**config.mk**
```make
export PLATFORM = sky130hd
export DESIGN_NAME = reg_file
export DESIGN_NICKNAME = d
export VERILOG_FILES = /design/src/rtl/rv32i_pkg.sv /design/src/rtl/reg_word.sv /design/src/rtl/reg_file.sv
export SDC_FILE = /design/constraint.sdc
export NUM_CORES = 2
export LEC_CHECK = 0
export CAP_MARGIN = 10
export CELL_PAD_IN_SITES_DETAIL_PLACEMENT = 0
export CELL_PAD_IN_SITES_GLOBAL_PLACEMENT = 2
export CORE_MARGIN = 1
export CORE_UTILIZATION = 37
export CTS_BUF_LIST = sky130_fd_sc_hd__clkbuf_8 sky130_fd_sc_hd__clkbuf_16
export CTS_CLUSTER_SIZE = 20
export DETAILED_ROUTE_END_ITERATION = 10
export PLACE_DENSITY = 0.85
export SYNTH_ARGS = -nofsm -noshare
export SYNTH_HDL_FRONTEND = slang
export SYNTH_SLANG_ARGS = --single-unit
```
**constraint.sdc**
```tcl
create_clock -name clk -period 4.5 [get_ports clk]
set_input_delay 0.9 -clock clk [delete_from_list [all_inputs] [get_ports clk]]
set_output_delay 0.9 -clock clk [all_outputs]
set_load 0.01 [all_outputs]
```
**src/rtl/rv32i_pkg.sv**
```systemverilog
// Shared RV32I datapath constants and types.
//   XLEN     : register width in bits
//   NREGS    : number of architectural registers
//   ADDR_W   : register index width
//   word_t   : one XLEN-bit register word
//   reg_idx_t: one register index
//   REG_ZERO : index of the hardwired-zero register
package rv32i_pkg;

  localparam int unsigned XLEN   = 32;
  localparam int unsigned NREGS  = 32;
  localparam int unsigned ADDR_W = 5;

  typedef logic [XLEN-1:0]   word_t;
  typedef logic [ADDR_W-1:0] reg_idx_t;

  localparam reg_idx_t REG_ZERO = '0;

endpackage

```
**src/rtl/reg_word.sv**
```systemverilog
// One storage word of the register file.
//   clk  : rising-edge clock
//   rst  : synchronous active-high clear
//   load : load enable, takes d at the edge
//   d    : next value
//   q    : stored value
module reg_word #(
  parameter int unsigned Width = 32
) (
  input  logic             clk,
  input  logic             rst,
  input  logic             load,
  input  logic [Width-1:0] d,
  output logic [Width-1:0] q
);

  logic [Width-1:0] value_q;

  // Clear has priority over load so a write in the reset cycle is lost.
  always_ff @(posedge clk) begin
    if (rst) begin
      value_q <= '0;
    end else if (load) begin
      value_q <= d;
    end
  end

  assign q = value_q;

endmodule

```
**src/rtl/reg_file.sv**
```systemverilog
// RV32I integer register file: two write-first combinational read ports, one synchronous write
// port, and a bypass-free debug read port. x0 reads as zero and ignores writes.
//   clk, rst           : clock and synchronous active-high clear
//   rs1_addr/rs1_data  : read port 1 (bypasses a same-cycle write)
//   rs2_addr/rs2_data  : read port 2 (bypasses a same-cycle write)
//   rd_we/addr/data    : write port
//   dbg_addr/dbg_data  : stored-contents read, no bypass
module reg_file #(
  parameter int unsigned XLEN   = rv32i_pkg::XLEN,
  parameter int unsigned NREGS  = rv32i_pkg::NREGS,
  parameter int unsigned ADDR_W = rv32i_pkg::ADDR_W
) (
  input  logic              clk,
  input  logic              rst,
  input  logic [ADDR_W-1:0] rs1_addr,
  output logic [XLEN-1:0]   rs1_data,
  input  logic [ADDR_W-1:0] rs2_addr,
  output logic [XLEN-1:0]   rs2_data,
  input  logic              rd_we,
  input  logic [ADDR_W-1:0] rd_addr,
  input  logic [XLEN-1:0]   rd_data,
  input  logic [ADDR_W-1:0] dbg_addr,
  output logic [XLEN-1:0]   dbg_data
);

  import rv32i_pkg::*;

  logic [XLEN-1:0]  words [NREGS];
  logic [NREGS-1:1] load_en;
  logic             write_ok;

  // A write is real only when enabled, not in reset, and not aimed at x0. The same qualifier
  // gates the bypass, so reads during reset see the stored contents.
  assign write_ok = rd_we && !rst && (rd_addr != REG_ZERO);

  always_comb begin
    load_en = '0;
    for (int unsigned i = 1; i < NREGS; i++) begin
      load_en[i] = write_ok && (rd_addr == ADDR_W'(i));
    end
  end

  assign words[0] = '0;

  for (genvar g = 1; g < NREGS; g++) begin : g_word
    reg_word #(
      .Width(XLEN)
    ) u_word (
      .clk (clk),
      .rst (rst),
      .load(load_en[g]),
      .d   (rd_data),
      .q   (words[g])
    );
  end

  // write_ok already excludes x0, so the bypass never overrides the zero word.
  always_comb begin
    rs1_data = words[rs1_addr];
    if (write_ok && (rd_addr == rs1_addr)) begin
      rs1_data = rd_data;
    end
  end

  always_comb begin
    rs2_data = words[rs2_addr];
    if (write_ok && (rd_addr == rs2_addr)) begin
      rs2_data = rd_data;
    end
  end

  assign dbg_data = words[dbg_addr];

endmodule

```
### After elaboration in Yosys (flattened, before gate mapping)

Index checks and enable logic that the tools add are counted.

* multiplexer cells: 11
* equal/unequal tests: 33
* reductions and logical operators: 37
* magnitude comparators: 3
* bitwise operators: 3

Operators by type and width (number)
* 32-bit binary-select mux with 5-bit select: 3
* 32-bit two-way mux: 8
* 5-bit equality test, second input constant: 16
* 5-bit by 4-bit equality test with 1-bit output, second input constant: 8
* 1-bit logical AND: 35
* 5-bit by 3-bit equality test with 1-bit output, second input constant: 4
* 6-bit greater-or-equal comparator, second input constant: 3
* 5-bit NOT with 6-bit output: 3
* 5-bit by 2-bit equality test with 1-bit output, second input constant: 2
* 5-bit equality test: 2
* 5-bit by 1-bit equality test with 1-bit output, second input constant: 1
* 5-bit nonzero test: 1
* 1-bit logical NOT: 1

* register bits: 992
* logic and storage cells: 118
* output and inout bits: 96

### Depth between registers and ports, before layout

* word-level depth: 5
* depth in mapped cells: 9
* mapped depth without buffers: 5

### By module

A second synthesis with hierarchy kept.

* cell total of the unflattened synthesis: 5213
* area total of the unflattened synthesis: 60397.9 µm²

By module, submodules not included
* reg_word: cells an instance 103, area each 1163.6 µm², instances 31, seq. area each 640.6 µm²
* reg_file: cells an instance 2020, area each 24325.8 µm², instances 1, seq. area each 0.0 µm²

### Worst setup path before layout

No wires, ideal clock.

* kind: input-to-output
* from: input port dbg_addr[2]
* to: output port dbg_data[10]
* path slack: 728 ps
* stages on the path: 6
* path buffers: 3
* data required time: 3600 ps
* data arrival time: 2872 ps
* cells stage by stage: clkbuf_1 > clkbuf_1 > buf_1 > mux4_2 > mux4_2 > mux2_2

* longest elaborated chain between the ends: 4

RTL lines
* start: declaration: RTL line reg_file.sv:22 `input logic [ADDR_W-1:0] dbg_addr,`
* 5-bit NOT with 6-bit output (implied by the code): RTL line reg_file.sv:72 `assign dbg_data = words[dbg_addr];`
* 32-bit binary-select mux with 5-bit select: RTL line reg_file.sv:72
* 32-bit two-way mux (implied by the code) (2 in series): RTL line reg_file.sv:72
* end: declaration: RTL line reg_file.sv:23 `output logic [XLEN-1:0] dbg_data`

No other way between the ends. The select of a mux whose other input is x is not followed.

### Worst setup path after layout

* from: input port rs1_addr[1]
* to: output port rs1_data[19]

* longest elaborated chain between the ends: 5
* elaborated cells between the ends (all ways): 7

RTL lines
* start: declaration: RTL line reg_file.sv:15 `input logic [ADDR_W-1:0] rs1_addr,`
* 5-bit NOT with 6-bit output (implied by the code): RTL line reg_file.sv:59 `rs1_data = words[rs1_addr];`
* 32-bit binary-select mux with 5-bit select: RTL line reg_file.sv:59
* 32-bit two-way mux (implied by the code) (2 in series): RTL line reg_file.sv:59
* 32-bit two-way mux (*): RTL line reg_file.sv:60 `if (write_ok && (rd_addr == rs1_addr)) begin`
* end: declaration: RTL line reg_file.sv:16 `output logic [XLEN-1:0] rs1_data,`

Every way passes the cells marked *; elsewhere a longest branch is shown, timed or not. The select of a mux whose other input is x is not followed.

==> results.json <==
{
  "largest_register_ffs": 992,
  "min_path_cells": 2,
  "grt_pass1_wl_um": 405000,
  "dp_hpwl_um": 179000,
  "hold_class": "register to register",
  "die_area_um2": 162000,
  "crit_type": "input port to output port",
  "crit_required_ns": 3.60,
  "clkSlewWorstSetupHoldPaths_ns": 0.06,
  "grt_pass1_vias": 56317,
  "ir_drop_uv": 311,
  "intPower_uw": 16200,
  "r2r-end": "g_word[19].u_word.q[22]",
  "hold_end": "g_word[10].u_word.q[20]",
  "violations": "setup timing",
  "antenna_left": 0,
  "path_max_fanout": 15,
  "p_per_area_nw_per_um2": 310,
  "num_vias": 59663,
  "reg2reg_from": "g_word[19].u_word.q[22]",
  "fillers": 15337,
  "min_from": "g_word[10].u_word.q[20]",
  "grt_max_degree": 162,
  "finalHoldViolCount": 0,
  "period_share_pct": 101,
  "pwr-share-seq_pct": 39.5,
  "final_area_um2": 72300,
  "drt_iter0_drc": 7684,
  "worst_ep_arrival_time_ns": 3.65,
  "cts_buffer_depth": 3,
  "reg2reg_setup_slack_ns": 3.72,
  "p_leak_uw": 0.0257,
  "fp.coreArea_um2": 159000,
  "io_pins": 151,
  "drtPass1Iterations": 9,
  "fp-row-count": 146,
  "maxSlewViolCount": 0,
  "cp-start-kind": "input port",
  "fin_crit_ns": 4.55,
  "switching_power_uw": 6250,
  "worstRegToRegCells": 2,
  "cts_max_level": 3,
  "initial_core_util_pct": 37.4,
  "finalSetupTns_ns": -0.0759,
  "gp_congestion": 0.964,
  "cp-end-kind": "output port",
  "post-route-drc-count": 0,
  "placedCellCount": 9251,
  "sw_frac_of_total_pct": 27.9,
  "p_clk_share_pct": 46.8,
  "cts_inserted_buffers": 115,
  "grt-ovfl-total": 0,
  "timing.clock.skew_ns": 0,
  "wl_per_cell_um": 30.1,
  "place_ws_ns": -0.735,
  "yosysSeqAreaShare_pct": 33.4,
  "final-seq-area_um2": 19900,
  "maxCapViolCount": 0,
  "status": "complete, but fails checks",
  "fmax_mhz": 220,
  "multi_input_area_um2": 37600,
  "drive_above_1_share_pct": 20.4,
  "avgSynthCellArea_um2": 8.32,
  "yosys_register_bits": 992,
  "ctsRootBufferMaster": "clkbuf_16",
  "placed_area_um2": 67100,
  "antenna_found_initial": 7,
  "io_buffers": 150,
  "clock_sinks": 992,
  "area_growth_pct": 21.5,
  "grt_use_total_pct": 33.8,
  "worst_slew_pin_slew_ns": 1.11,
  "syn-num-nets": 7207,
  "drt_wl_total_um": 286000,
  "yosys_warnings": 0,
  "viasPerCell": 6.29,
  "die-height_um": 403,
  "comb_power_share_pct": 13.8,
  "post_synth_num_cell_types": 42,
  "stdcell_count": 9490,
  "setup_ws_ns": -0.0461,
  "nets": 7294,
  "clock_latency_ns": 0.77,
  "cts_tree": "yes",
  "whs_ns": 0.483,
  "setup_viol": 5,
  "synth_cells": 7152,
  "netlist_area_um2": 59500,
  "slew_headroom_pct": 26.0,
  "dieWidth_um": 403
}
==> cell usage after synthesis (all sizes together) <==
cell type | n | area (um2)
a221oi | 62 | 543
and3b | 1 | 8.76
xor2 | 4 | 35.0
and3 | 1 | 6.26
clkbuf | 587 | 2200
o2bb2ai | 31 | 272
nand3b | 1 | 7.51
buf | 197 | 978
nand2 | 2084 | 7820
a22oi | 130 | 976
or4 | 1 | 7.51
and2 | 4 | 25.0
nor3b | 1 | 7.51
xnor2 | 6 | 52.6
a21oi | 1062 | 5320
o41ai | 32 | 280
nor2 | 38 | 143
nand2b | 18 | 113
or2 | 5 | 31.3
or3b | 1 | 8.76
a22o | 32 | 280
a211oi | 62 | 465
nor2b | 13 | 81.3
a311o | 2 | 20.0
nand4 | 1 | 6.26
o21ai | 31 | 155
o22ai | 279 | 1750
mux2i | 830 | 8310
dfxtp | 992 | 19900
a31oi | 1 | 6.26
nand3 | 26 | 130
mux2 | 226 | 2540
nor4bb | 2 | 20.0
nor3 | 69 | 360
nor4 | 32 | 206
mux4 | 288 | 6490
==> worst max-delay path, stage by stage <==
cell and delay (ns):
buf_4 0.22, buf_6 0.22, nor2b_4 0.08, buf_12 0.16, buf_4 0.18, a22oi_1 0.32
a21oi_1 0.24, buf_4 0.19, nor4_1 0.33, mux2_2 0.25, clkdlybuf4s50_1 0.54
==> repair_timing <==
action	4_1_cts	5_1_grt
resized for setup	74	65
setup buffers	9	2
hold buffers	0	0
cloned	0	8
pin swaps	4	6
setup endpoints to repair	48	54
endpoints found under the hold margin	0	0
==> worst max-delay path by stage <==
stage	end	startpoint	depth (start not counted)
after floorplan	dbg_data[10]	dbg_addr[2]	6
after global placement	rs2_data[16]	rs2_addr[4]	8
after detailed placement	rs2_data[12]	rs2_addr[4]	8
after CTS	rs2_data[29]	rs2_addr[1]	9
after global routing	rs2_data[10]	rd_addr[0]	9
final	rs1_data[19]	rs1_addr[1]	11
==> stage by stage <==
step | utilization [%] | total power, uW
after floorplan | - | 10500
after global placement | 42.1 | 11900
after detailed placement | 42.1 | 11900
after CTS | 45.1 | 22400
after global routing | 45.4 | 22900
final | 45.5 | 22400
==> power groups by stage <==
stage               Clock (uW)  Sequential [uW]  Combinational, uW
CTS                      10600             8850               2960
global placement             0             9050               2890
global route             10900             8860               3140
finish                   10500             8860               3100
detailed placement           0             9050               2890
floorplan                    0             9040               1450
==> cell type report <==
| class | count | share of cell area [%] |
|---|---|---|
| antenna | 4 | 0.0138 |
| sequential | 992 | 27.5 |
| timing repair buffer | 754 | 11.1 |
| tap | 2146 | 3.71 |
| clock inverter | 80 | 1.31 |
| multi-input combinational | 5376 | 52.0 |
| clock buffer | 138 | 4.46 |
==> cells in the final DEF, fill, tap and decap left out, types with 52 or more instances in the layout <==
master / n
a211oi_1: 52
a21oi_1: 1059
a221oi_1: 61
a22oi_1: 130
buf_12: 133
buf_4: 457
clkbuf_16: 125
clkdlybuf4s50_1: 115
dfxtp_1: 992
mux2_2: 226
mux2i_1: 830
mux4_2: 288
nand2_1: 2057
nor3_1: 56
o22ai_1: 276
==> layer usage <==
layer	global-route usage [%]	share of wire (%)	routed length, um	up-vias
met1	44.8	39	112000	29091
met2	49.9	42	121000	3865
li1	-	-	-	25749
met3	6.89	11	31600	954
met4	22.1	7.6	21700	4
met5	0	0.011	32	-
==> cell families (layout without fill, tap and decap cells) <==
| logic type | after synthesis | count (layout) | share of synthesized area [%] |
|---|---|---|---|
| AOI/OAI and AO/OA | 1724 | 1724 | 16.9 |
| xor gates and xnor gates | 10 | 10 | 0.147 |
| muxes | 1344 | 1344 | 29.1 |
| buffers and inverters | 784 | 972 | 5.35 |
| and+or+nand+nor | 2298 | 2298 | 15.1 |
| DFF | 992 | 992 | 33.4 |
| other | 0 | 4 | 0 |
Note: power is estimated with default switching activity, not from simulation.
